**config.mk**
```make
export PLATFORM = sky130hd
export DESIGN_NAME = store_buffer
export DESIGN_NICKNAME = d
export VERILOG_FILES = /design/src/rtl/decode_pkg.sv /design/src/rtl/global_config_pkg.sv /design/src/rtl/store_buffer_pkg.sv /design/src/rtl/sb_fwd_select.sv /design/src/rtl/store_buffer.sv
export SDC_FILE = /design/constraint.sdc
export NUM_CORES = 2
export LEC_CHECK = 0
export CELL_PAD_IN_SITES_DETAIL_PLACEMENT = 0
export CELL_PAD_IN_SITES_GLOBAL_PLACEMENT = 2
export CORE_AREA = 2 2 384 386
export CTS_BUF_LIST = sky130_fd_sc_hd__clkbuf_4
export DETAILED_ROUTE_END_ITERATION = 7
export DIE_AREA = 0 0 386 388
export GPL_TIMING_DRIVEN = 0
export PLACE_DENSITY_LB_ADDON = 0.1
export SYNTH_ARGS = -nofsm -noshare
export SYNTH_HDL_FRONTEND = slang
export SYNTH_SLANG_ARGS = --single-unit
```
**constraint.sdc**
```tcl
create_clock -name clk_i -period 56.4 [get_ports clk_i]
set_clock_uncertainty 0.05 [all_clocks]
set_input_delay 11.28 -clock clk_i [delete_from_list [all_inputs] [get_ports clk_i]]
set_output_delay 11.28 -clock clk_i [all_outputs]
set_load 0.01 [all_outputs]
```
**src/rtl/decode_pkg.sv**
```systemverilog
// Decoded memory-operation encodings shared between decode, LSU and store buffer.
package decode_pkg;

    typedef enum logic [1:0] {
        LSU_SB = 2'd0,
        LSU_SH = 2'd1,
        LSU_SW = 2'd2
    } lsu_op_e;

endpackage

```
**src/rtl/global_config_pkg.sv**
```systemverilog
// Core-wide configuration record shared by every block that needs XLEN/PLEN.
package global_config_pkg;

    typedef struct packed {
        int unsigned XLEN;
        int unsigned PLEN;
    } cfg_t;

    localparam cfg_t Cfg = '{XLEN: 32, PLEN: 32};

endpackage

```
**src/rtl/store_buffer_pkg.sv**
```systemverilog
// Store-buffer entry layout; fields are sized to the widest supported config and
// each instance uses only the low XLEN/PLEN/ROB_IDX_WIDTH bits.
package store_buffer_pkg;

    import decode_pkg::*;

    localparam int unsigned SB_ROB_W_MAX = 16;
    localparam int unsigned SB_PLEN_MAX  = 64;
    localparam int unsigned SB_XLEN_MAX  = 64;

    typedef struct packed {
        logic [SB_ROB_W_MAX-1:0] rob_idx;
        logic [SB_PLEN_MAX-1:0]  addr;
        logic [SB_XLEN_MAX-1:0]  data;
        lsu_op_e                 op;
        logic                    exec;
        logic                    committed;
    } sb_entry_t;

endpackage

```
**src/rtl/sb_fwd_select.sv**
```systemverilog
// Store-to-load forwarding search: picks the youngest older executed store to the same word.
// Purely combinational; an older store with unknown address or a partial-width match forces conflict.
module sb_fwd_select
    import decode_pkg::*;
    import store_buffer_pkg::*;
#(
    parameter int unsigned XLEN          = 32,
    parameter int unsigned PLEN          = 32,
    parameter int unsigned ROB_IDX_WIDTH = 6,
    parameter int unsigned SB_DEPTH      = 16,
    localparam int unsigned SB_IDX_WIDTH = $clog2(SB_DEPTH)
) (
    input  logic [SB_DEPTH-1:0]      valid,
    input  sb_entry_t                entries [SB_DEPTH],
    input  logic [ROB_IDX_WIDTH-1:0] rob_head,
    input  logic [ROB_IDX_WIDTH-1:0] load_rob_idx,
    input  logic [PLEN-1:0]          load_addr,
    output logic                     hit,
    output logic                     conflict,
    output logic [XLEN-1:0]          data
);

    logic [ROB_IDX_WIDTH-1:0] load_age;
    logic [ROB_IDX_WIDTH-1:0] entry_age;
    logic [ROB_IDX_WIDTH-1:0] best_age;
    logic [SB_IDX_WIDTH-1:0]  best_idx;
    logic                     found;
    logic                     unknown;
    logic                     unused_bits;

    // Ages are distances from the ROB head, so wrap of the tag space is harmless.
    always_comb begin
        load_age  = load_rob_idx - rob_head;
        entry_age = '0;
        best_age  = '0;
        best_idx  = '0;
        found     = 1'b0;
        unknown   = 1'b0;
        for (int i = 0; i < SB_DEPTH; i++) begin
            entry_age = entries[i].rob_idx[ROB_IDX_WIDTH-1:0] - rob_head;
            if (valid[i] && (entry_age < load_age)) begin
                if (!entries[i].exec) begin
                    unknown = 1'b1;
                end else if ((entries[i].addr[PLEN-1:2] == load_addr[PLEN-1:2]) &&
                             (!found || (entry_age > best_age))) begin
                    found    = 1'b1;
                    best_age = entry_age;
                    best_idx = SB_IDX_WIDTH'(i);
                end
            end
        end
    end

    always_comb begin
        hit      = 1'b0;
        conflict = 1'b0;
        data     = '0;
        if (unknown) begin
            conflict = 1'b1;
        end else if (found) begin
            if (entries[best_idx].op == LSU_SW) begin
                hit  = 1'b1;
                data = entries[best_idx].data[XLEN-1:0];
            end else begin
                conflict = 1'b1;
            end
        end
    end

    always_comb begin
        unused_bits = ^load_addr[1:0];
        for (int i = 0; i < SB_DEPTH; i++) begin
            unused_bits = unused_bits ^ (^entries[i]);
        end
    end

endmodule

```
**src/rtl/store_buffer.sv**
```systemverilog
// In-order store buffer: alloc at dispatch, fill at execute, commit from ROB, drain to dcache.
// Drain request is registered state only; st_req holds while st_req_ready_i is low.
module store_buffer
    import decode_pkg::*;
    import store_buffer_pkg::*;
#(
    parameter global_config_pkg::cfg_t Cfg = global_config_pkg::Cfg,
    parameter int unsigned ROB_IDX_WIDTH   = 6,
    parameter int unsigned SB_DEPTH        = 16,
    localparam int unsigned SB_IDX_WIDTH   = $clog2(SB_DEPTH),
    localparam int unsigned XLEN           = Cfg.XLEN,
    localparam int unsigned PLEN           = Cfg.PLEN
) (
    input  logic                     clk_i,
    input  logic                     rst_ni,
    input  logic                     flush_i,
    input  logic                     alloc_valid_i,
    output logic                     alloc_ready_o,
    input  logic [ROB_IDX_WIDTH-1:0] alloc_rob_idx_i,
    output logic [SB_IDX_WIDTH-1:0]  alloc_sb_id_o,
    input  logic                     sb_ex_valid_i,
    input  logic [SB_IDX_WIDTH-1:0]  sb_ex_sb_id_i,
    input  logic [PLEN-1:0]          sb_ex_addr_i,
    input  logic [XLEN-1:0]          sb_ex_data_i,
    input  lsu_op_e                  sb_ex_op_i,
    input  logic                     commit_i,
    input  logic [ROB_IDX_WIDTH-1:0] rob_head_i,
    input  logic [PLEN-1:0]          sb_load_addr_i,
    input  logic [ROB_IDX_WIDTH-1:0] sb_load_rob_idx_i,
    output logic                     sb_load_hit_o,
    output logic [XLEN-1:0]          sb_load_data_o,
    output logic                     sb_load_conflict_o,
    output logic                     st_req_valid_o,
    input  logic                     st_req_ready_i,
    output logic [PLEN-1:0]          st_req_addr_o,
    output logic [XLEN-1:0]          st_req_data_o,
    output lsu_op_e                  st_req_op_o,
    output logic                     empty_o
);

    sb_entry_t               entries_q [SB_DEPTH];
    logic [SB_DEPTH-1:0]     valid_q;
    logic [SB_IDX_WIDTH:0]   head_q, commit_q, tail_q, commit_next;
    logic [SB_IDX_WIDTH-1:0] head_idx, commit_idx, tail_idx;
    logic                    full, head_vld;
    logic                    alloc_fire, ex_fire, commit_fire, drain_fire;

    assign head_idx    = head_q[SB_IDX_WIDTH-1:0];
    assign commit_idx  = commit_q[SB_IDX_WIDTH-1:0];
    assign tail_idx    = tail_q[SB_IDX_WIDTH-1:0];
    assign full        = (head_idx == tail_idx) && (head_q[SB_IDX_WIDTH] != tail_q[SB_IDX_WIDTH]);
    assign head_vld    = valid_q[head_idx] && entries_q[head_idx].committed;

    // Space freed by a drain is only visible next cycle because full uses registered head.
    assign alloc_fire  = alloc_valid_i && !full && !flush_i;
    assign ex_fire     = sb_ex_valid_i && valid_q[sb_ex_sb_id_i];
    assign commit_fire = commit_i && (commit_q != tail_q);
    assign drain_fire  = head_vld && st_req_ready_i;
    assign commit_next = commit_q + (SB_IDX_WIDTH+1)'(commit_fire);

    assign alloc_ready_o  = !full;
    assign alloc_sb_id_o  = tail_idx;
    assign empty_o        = (head_q == tail_q);
    assign st_req_valid_o = head_vld;
    assign st_req_addr_o  = head_vld ? entries_q[head_idx].addr[PLEN-1:0] : '0;
    assign st_req_data_o  = head_vld ? entries_q[head_idx].data[XLEN-1:0] : '0;
    assign st_req_op_o    = head_vld ? entries_q[head_idx].op : LSU_SB;

    always_ff @(posedge clk_i) begin
        if (!rst_ni) begin
            head_q   <= '0;
            commit_q <= '0;
            tail_q   <= '0;
            valid_q  <= '0;
            for (int i = 0; i < SB_DEPTH; i++) begin
                entries_q[i].exec      <= 1'b0;
                entries_q[i].committed <= 1'b0;
            end
        end else begin
            if (alloc_fire) begin
                valid_q[tail_idx]             <= 1'b1;
                entries_q[tail_idx].rob_idx   <= SB_ROB_W_MAX'(alloc_rob_idx_i);
                entries_q[tail_idx].exec      <= 1'b0;
                entries_q[tail_idx].committed <= 1'b0;
            end
            if (ex_fire) begin
                entries_q[sb_ex_sb_id_i].addr <= SB_PLEN_MAX'(sb_ex_addr_i);
                entries_q[sb_ex_sb_id_i].data <= SB_XLEN_MAX'(sb_ex_data_i);
                entries_q[sb_ex_sb_id_i].op   <= sb_ex_op_i;
                entries_q[sb_ex_sb_id_i].exec <= 1'b1;
            end
            if (commit_fire) begin
                entries_q[commit_idx].committed <= 1'b1;
            end
            if (drain_fire) begin
                valid_q[head_idx]             <= 1'b0;
                entries_q[head_idx].exec      <= 1'b0;
                entries_q[head_idx].committed <= 1'b0;
            end
            // Flush keeps anything committed, including an entry committing this very cycle.
            if (flush_i) begin
                for (int i = 0; i < SB_DEPTH; i++) begin
                    if (!entries_q[i].committed &&
                        !(commit_fire && (SB_IDX_WIDTH'(i) == commit_idx))) begin
                        valid_q[i]        <= 1'b0;
                        entries_q[i].exec <= 1'b0;
                    end
                end
            end
            head_q   <= head_q + (SB_IDX_WIDTH+1)'(drain_fire);
            commit_q <= commit_next;
            tail_q   <= flush_i ? commit_next : tail_q + (SB_IDX_WIDTH+1)'(alloc_fire);
        end
    end

    always_ff @(posedge clk_i) begin
        if (rst_ni) begin
            if (sb_ex_valid_i) begin
                assert (valid_q[sb_ex_sb_id_i])
                else $error("store_buffer: execute write to free entry %0d", sb_ex_sb_id_i);
            end
            if (commit_i) begin
                assert ((commit_q != tail_q) &&
                        (entries_q[commit_idx].exec || (ex_fire && (sb_ex_sb_id_i == commit_idx))))
                else $error("store_buffer: commit of unexecuted entry %0d", commit_idx);
            end
        end
    end

    sb_fwd_select #(
        .XLEN          (XLEN),
        .PLEN          (PLEN),
        .ROB_IDX_WIDTH (ROB_IDX_WIDTH),
        .SB_DEPTH      (SB_DEPTH)
    ) u_fwd (
        .valid        (valid_q),
        .entries      (entries_q),
        .rob_head     (rob_head_i),
        .load_rob_idx (sb_load_rob_idx_i),
        .load_addr    (sb_load_addr_i),
        .hit          (sb_load_hit_o),
        .conflict     (sb_load_conflict_o),
        .data         (sb_load_data_o)
    );

endmodule

```
==> flow_summary.toml <==
[run_status]
outcome = "finished, violations left"
violations = "capacitance limit, slew limit"

[clock_tree]
clk_path_buf_depth = 4
cts-root-buf = "clkbuf_4"
cts_tree = "built"
hold_buffers = 0
cts_sinks = 1215
clk_pin_slew_worst_paths_ns = 0.05
clk_latency_ns = 1.31
htree_levels = 5
cts_inserted_buffers = 345

[pwr]
p_total_mw = 1.99
combPwrFrac = 0.095
power.density_mw_per_mm2 = 26.1
intPower_mw = 1.48
p_leak_nw = 27.7
clock_power_share = 0.406
p_switching_mw = 0.509
pwr-share-seq = 0.499
irDropWorstVdd_mv = 0.0220
switching_share = 0.256

[final_layout]
area_growth_pct = 17.3
drive_above_1_share = 0.234
nets = 5549
multi_input_area_mm2 = 0.0284
nFillCells = 12533
ff_latch_area_mm2 = 0.0359
final_cells = 7335
final_core_util = 0.526

[placement]
dpl.hpwl_mm = 187
place.gp.congestion = 0.951
port_buffers = 199
place_inst = 6681

[critical_path]
criticalPathCategory = "input pin to output pin"
cp_data_required_time_ns = 45.07
crit_fanout = 12
slowest_stage = "nor4_2"
end_kind = "output pin"
max_stage_delay_ns = 0.66
crit_top_cell = "o21a_1"
startpoint_type = "input pin"
arrival_ns = 43.14

[floorplanning]
core_area_mm2 = 0.145
die_y_um = 388
initial_utilization = 0.448
io_pins = 234
rows = 140
design.die.area_mm2 = 0.150
die_w_um = 386

[worst_hold_path]
hp-class = "flop to flop"

[synth]
yosysTopAreaCell = "edfxtp_1"
yosysSeqAreaShare = 0.551
synth-edff-count = 1152
netlist.area_leader.share = 0.531
synth_warnings = 0
synth_area_leaders = "edfxtp_1, mux4_2, xor2_1, ha_1, mux2i_1"
async_flop_share = 0
synth_area_per_cell_um2 = 14.4
syn_inst = 4512
synth_nets = 4885
yosysUniqueCellTypes = 90
synth_seq_cells = 1215
synth_flop_cell = "edfxtp_1"
synthesis.area_mm2 = 0.0651

[drt]
final_antenna_net_count = 0
wl_per_cell_um = 35.4
viasPerCell = 6.29
drt-initial-drc-count = 5970
wl_mm = 260
firstDrtPassIters = 6
drc = 0
vias = 46129

[timing]
fin_crit_sh = 0.966
slew_headroom = -0.0647
tns_ns = 0
tightest_slew_ns = 1.60
timing_hold_violations_final = 0
setup_viol = 0
drv_slew = 53
max_freq_ghz = 0.0184
period_minus_slack_ns = 54.47

[grt]
grt_pass1_vias = 44804
grt_max_degree = 28
grt_pass1_wl_mm = 353
grt_use_total = 0.343
overflow = 0
antenna_found_initial = 28

[job]
maxCapViolCount = 5
layout make-up:
type	count	area share
flip-flops and latches	1215	0.470
multi-input cells	2916	0.371
repair buffers	318	0.0487
diodes	15	0.000492
inverters	134	0.00685
clock buffers	512	0.0503
clock inverters	62	0.00421
plain buffers	246	0.0171
well taps	1917	0.0314
cell usage after synthesis, types with 12 or more instances:
| library cell | instances |
|---|---|
| clkbuf_1 | 156 |
| a22oi_1 | 12 |
| xor2_1 | 406 |
| maj3_1 | 23 |
| or3_1 | 15 |
| o22a_1 | 31 |
| nor3_1 | 108 |
| a21o_1 | 38 |
| o21a_1 | 51 |
| o211ai_1 | 14 |
| o22ai_1 | 74 |
| nand2_1 | 102 |
| inv_1 | 133 |
| nand2b_1 | 49 |
| mux2_2 | 16 |
| a31o_2 | 17 |
| edfxtp_1 | 1152 |
| a21oi_1 | 101 |
| nand3_1 | 59 |
| a211o_1 | 12 |
| or2_2 | 12 |
| fa_1 | 17 |
| nor4_1 | 89 |
| o31ai_1 | 17 |
| buf_4 | 21 |
| nand4_1 | 60 |
| xnor2_1 | 150 |
| dfxtp_1 | 63 |
| nor2b_1 | 116 |
| and2_1 | 37 |
| mux2i_1 | 277 |
| o21ai_0 | 98 |
| nor3b_1 | 13 |
| a31oi_1 | 20 |
| mux4_2 | 335 |
| ha_1 | 229 |
| nor2_1 | 139 |
| buf_1 | 38 |
| o221ai_1 | 32 |
| buf_2 | 29 |
| a211oi_1 | 26 |
metal layers:
metal	global-route usage	vias to the layer above	wire, um
met5	0	-	121
met4	0.116	18	9060
met1	0.476	23646	104000
met3	0.113	426	31900
li1	-	19232	-
met2	0.507	2807	114000
critical path, delay by kind of cell:
family / cells / cell delay, ns
simple gates: 46 / 6.50
fa+ha+maj: 15 / 4.25
compound gates: 96 / 15.78
buf+inv: 21 / 3.50
mux: 6 / 1.54
xor+xnor: 1 / 0.17
cell usage in the layout, fill, tap and decap left out, types with 26 or more instances in the layout:
cell type	instances
nand4_1	60
mux2i_1	274
nand2_1	99
o22ai_1	66
nor4_1	87
buf_12	48
nor2_1	118
nor2b_1	116
and2_1	35
nand3_1	59
clkdlybuf4s50_1	163
clkbuf_1	107
clkbuf_2	36
a21oi_1	92
xnor2_1	148
dlymetal6s2s_1	34
buf_4	76
o21a_1	51
o21ai_0	90
edfxtp_1	1152
dfxtp_1	63
xor2_1	405
clkinv_1	49
ha_1	228
inv_1	126
buf_1	29
mux4_2	335
nor3_1	87
clkbuf_4	522
o22a_1	31
nand2b_1	48
a21o_1	35
buf_6	26
o221ai_1	31
final timing paths:
path                            from            endpoint  slack [ns]  cells past startpoint
setup / recovery  sb_load_addr_i[29]  sb_load_data_o[31]        1.93                    185
hold / removal       entries_q[2072]     entries_q[2072]        0.41                      2
setup reg to reg           head_q[1]     entries_q[1925]       50.80                      9
hold reg to reg      entries_q[2072]     entries_q[2072]        0.41                      2
metrics by stage:
stage	instance area [um^2]	setup WS, ns	hold WS [ns]
2_1_floorplan	65100	3.60	0.386
3_3_place_gp	69500	-6.68	0.393
3_5_place_dp	70700	-5.21	0.398
4_1_cts	75500	0.0223	0.407
5_1_grt	76300	-0.170	0.431
6_report	76400	1.93	0.411
cells by family after synthesis:
group | after synthesis | synth area share
compound gates | 623 | 0.0661
xor+xnor | 557 | 0.0751
fa+ha+maj | 272 | 0.0533
buf+inv | 381 | 0.0241
flops | 1215 | 0.551
mux | 629 | 0.161
simple gates | 835 | 0.0691
repair_timing:
item	CTS	global route
cloned	0	2
endpoints found under the setup margin	34	34
setup buffers	26	37
resized for setup	115	152
pin swaps	10	30
power groups by stage:
| stage | logic [mW] | registers [mW] | clock network (mW) |
|---|---|---|---|
| after floorplan | 0.0970 | 1.01 | 0 |
| after global placement | 0.175 | 1.01 | 0 |
| after detailed placement | 0.177 | 1.01 | 0 |
| after CTS | 0.182 | 0.993 | 0.816 |
| after global routing | 0.203 | 0.993 | 0.865 |
| final | 0.189 | 0.993 | 0.808 |
Note: power is estimated with default switching activity, not from simulation.
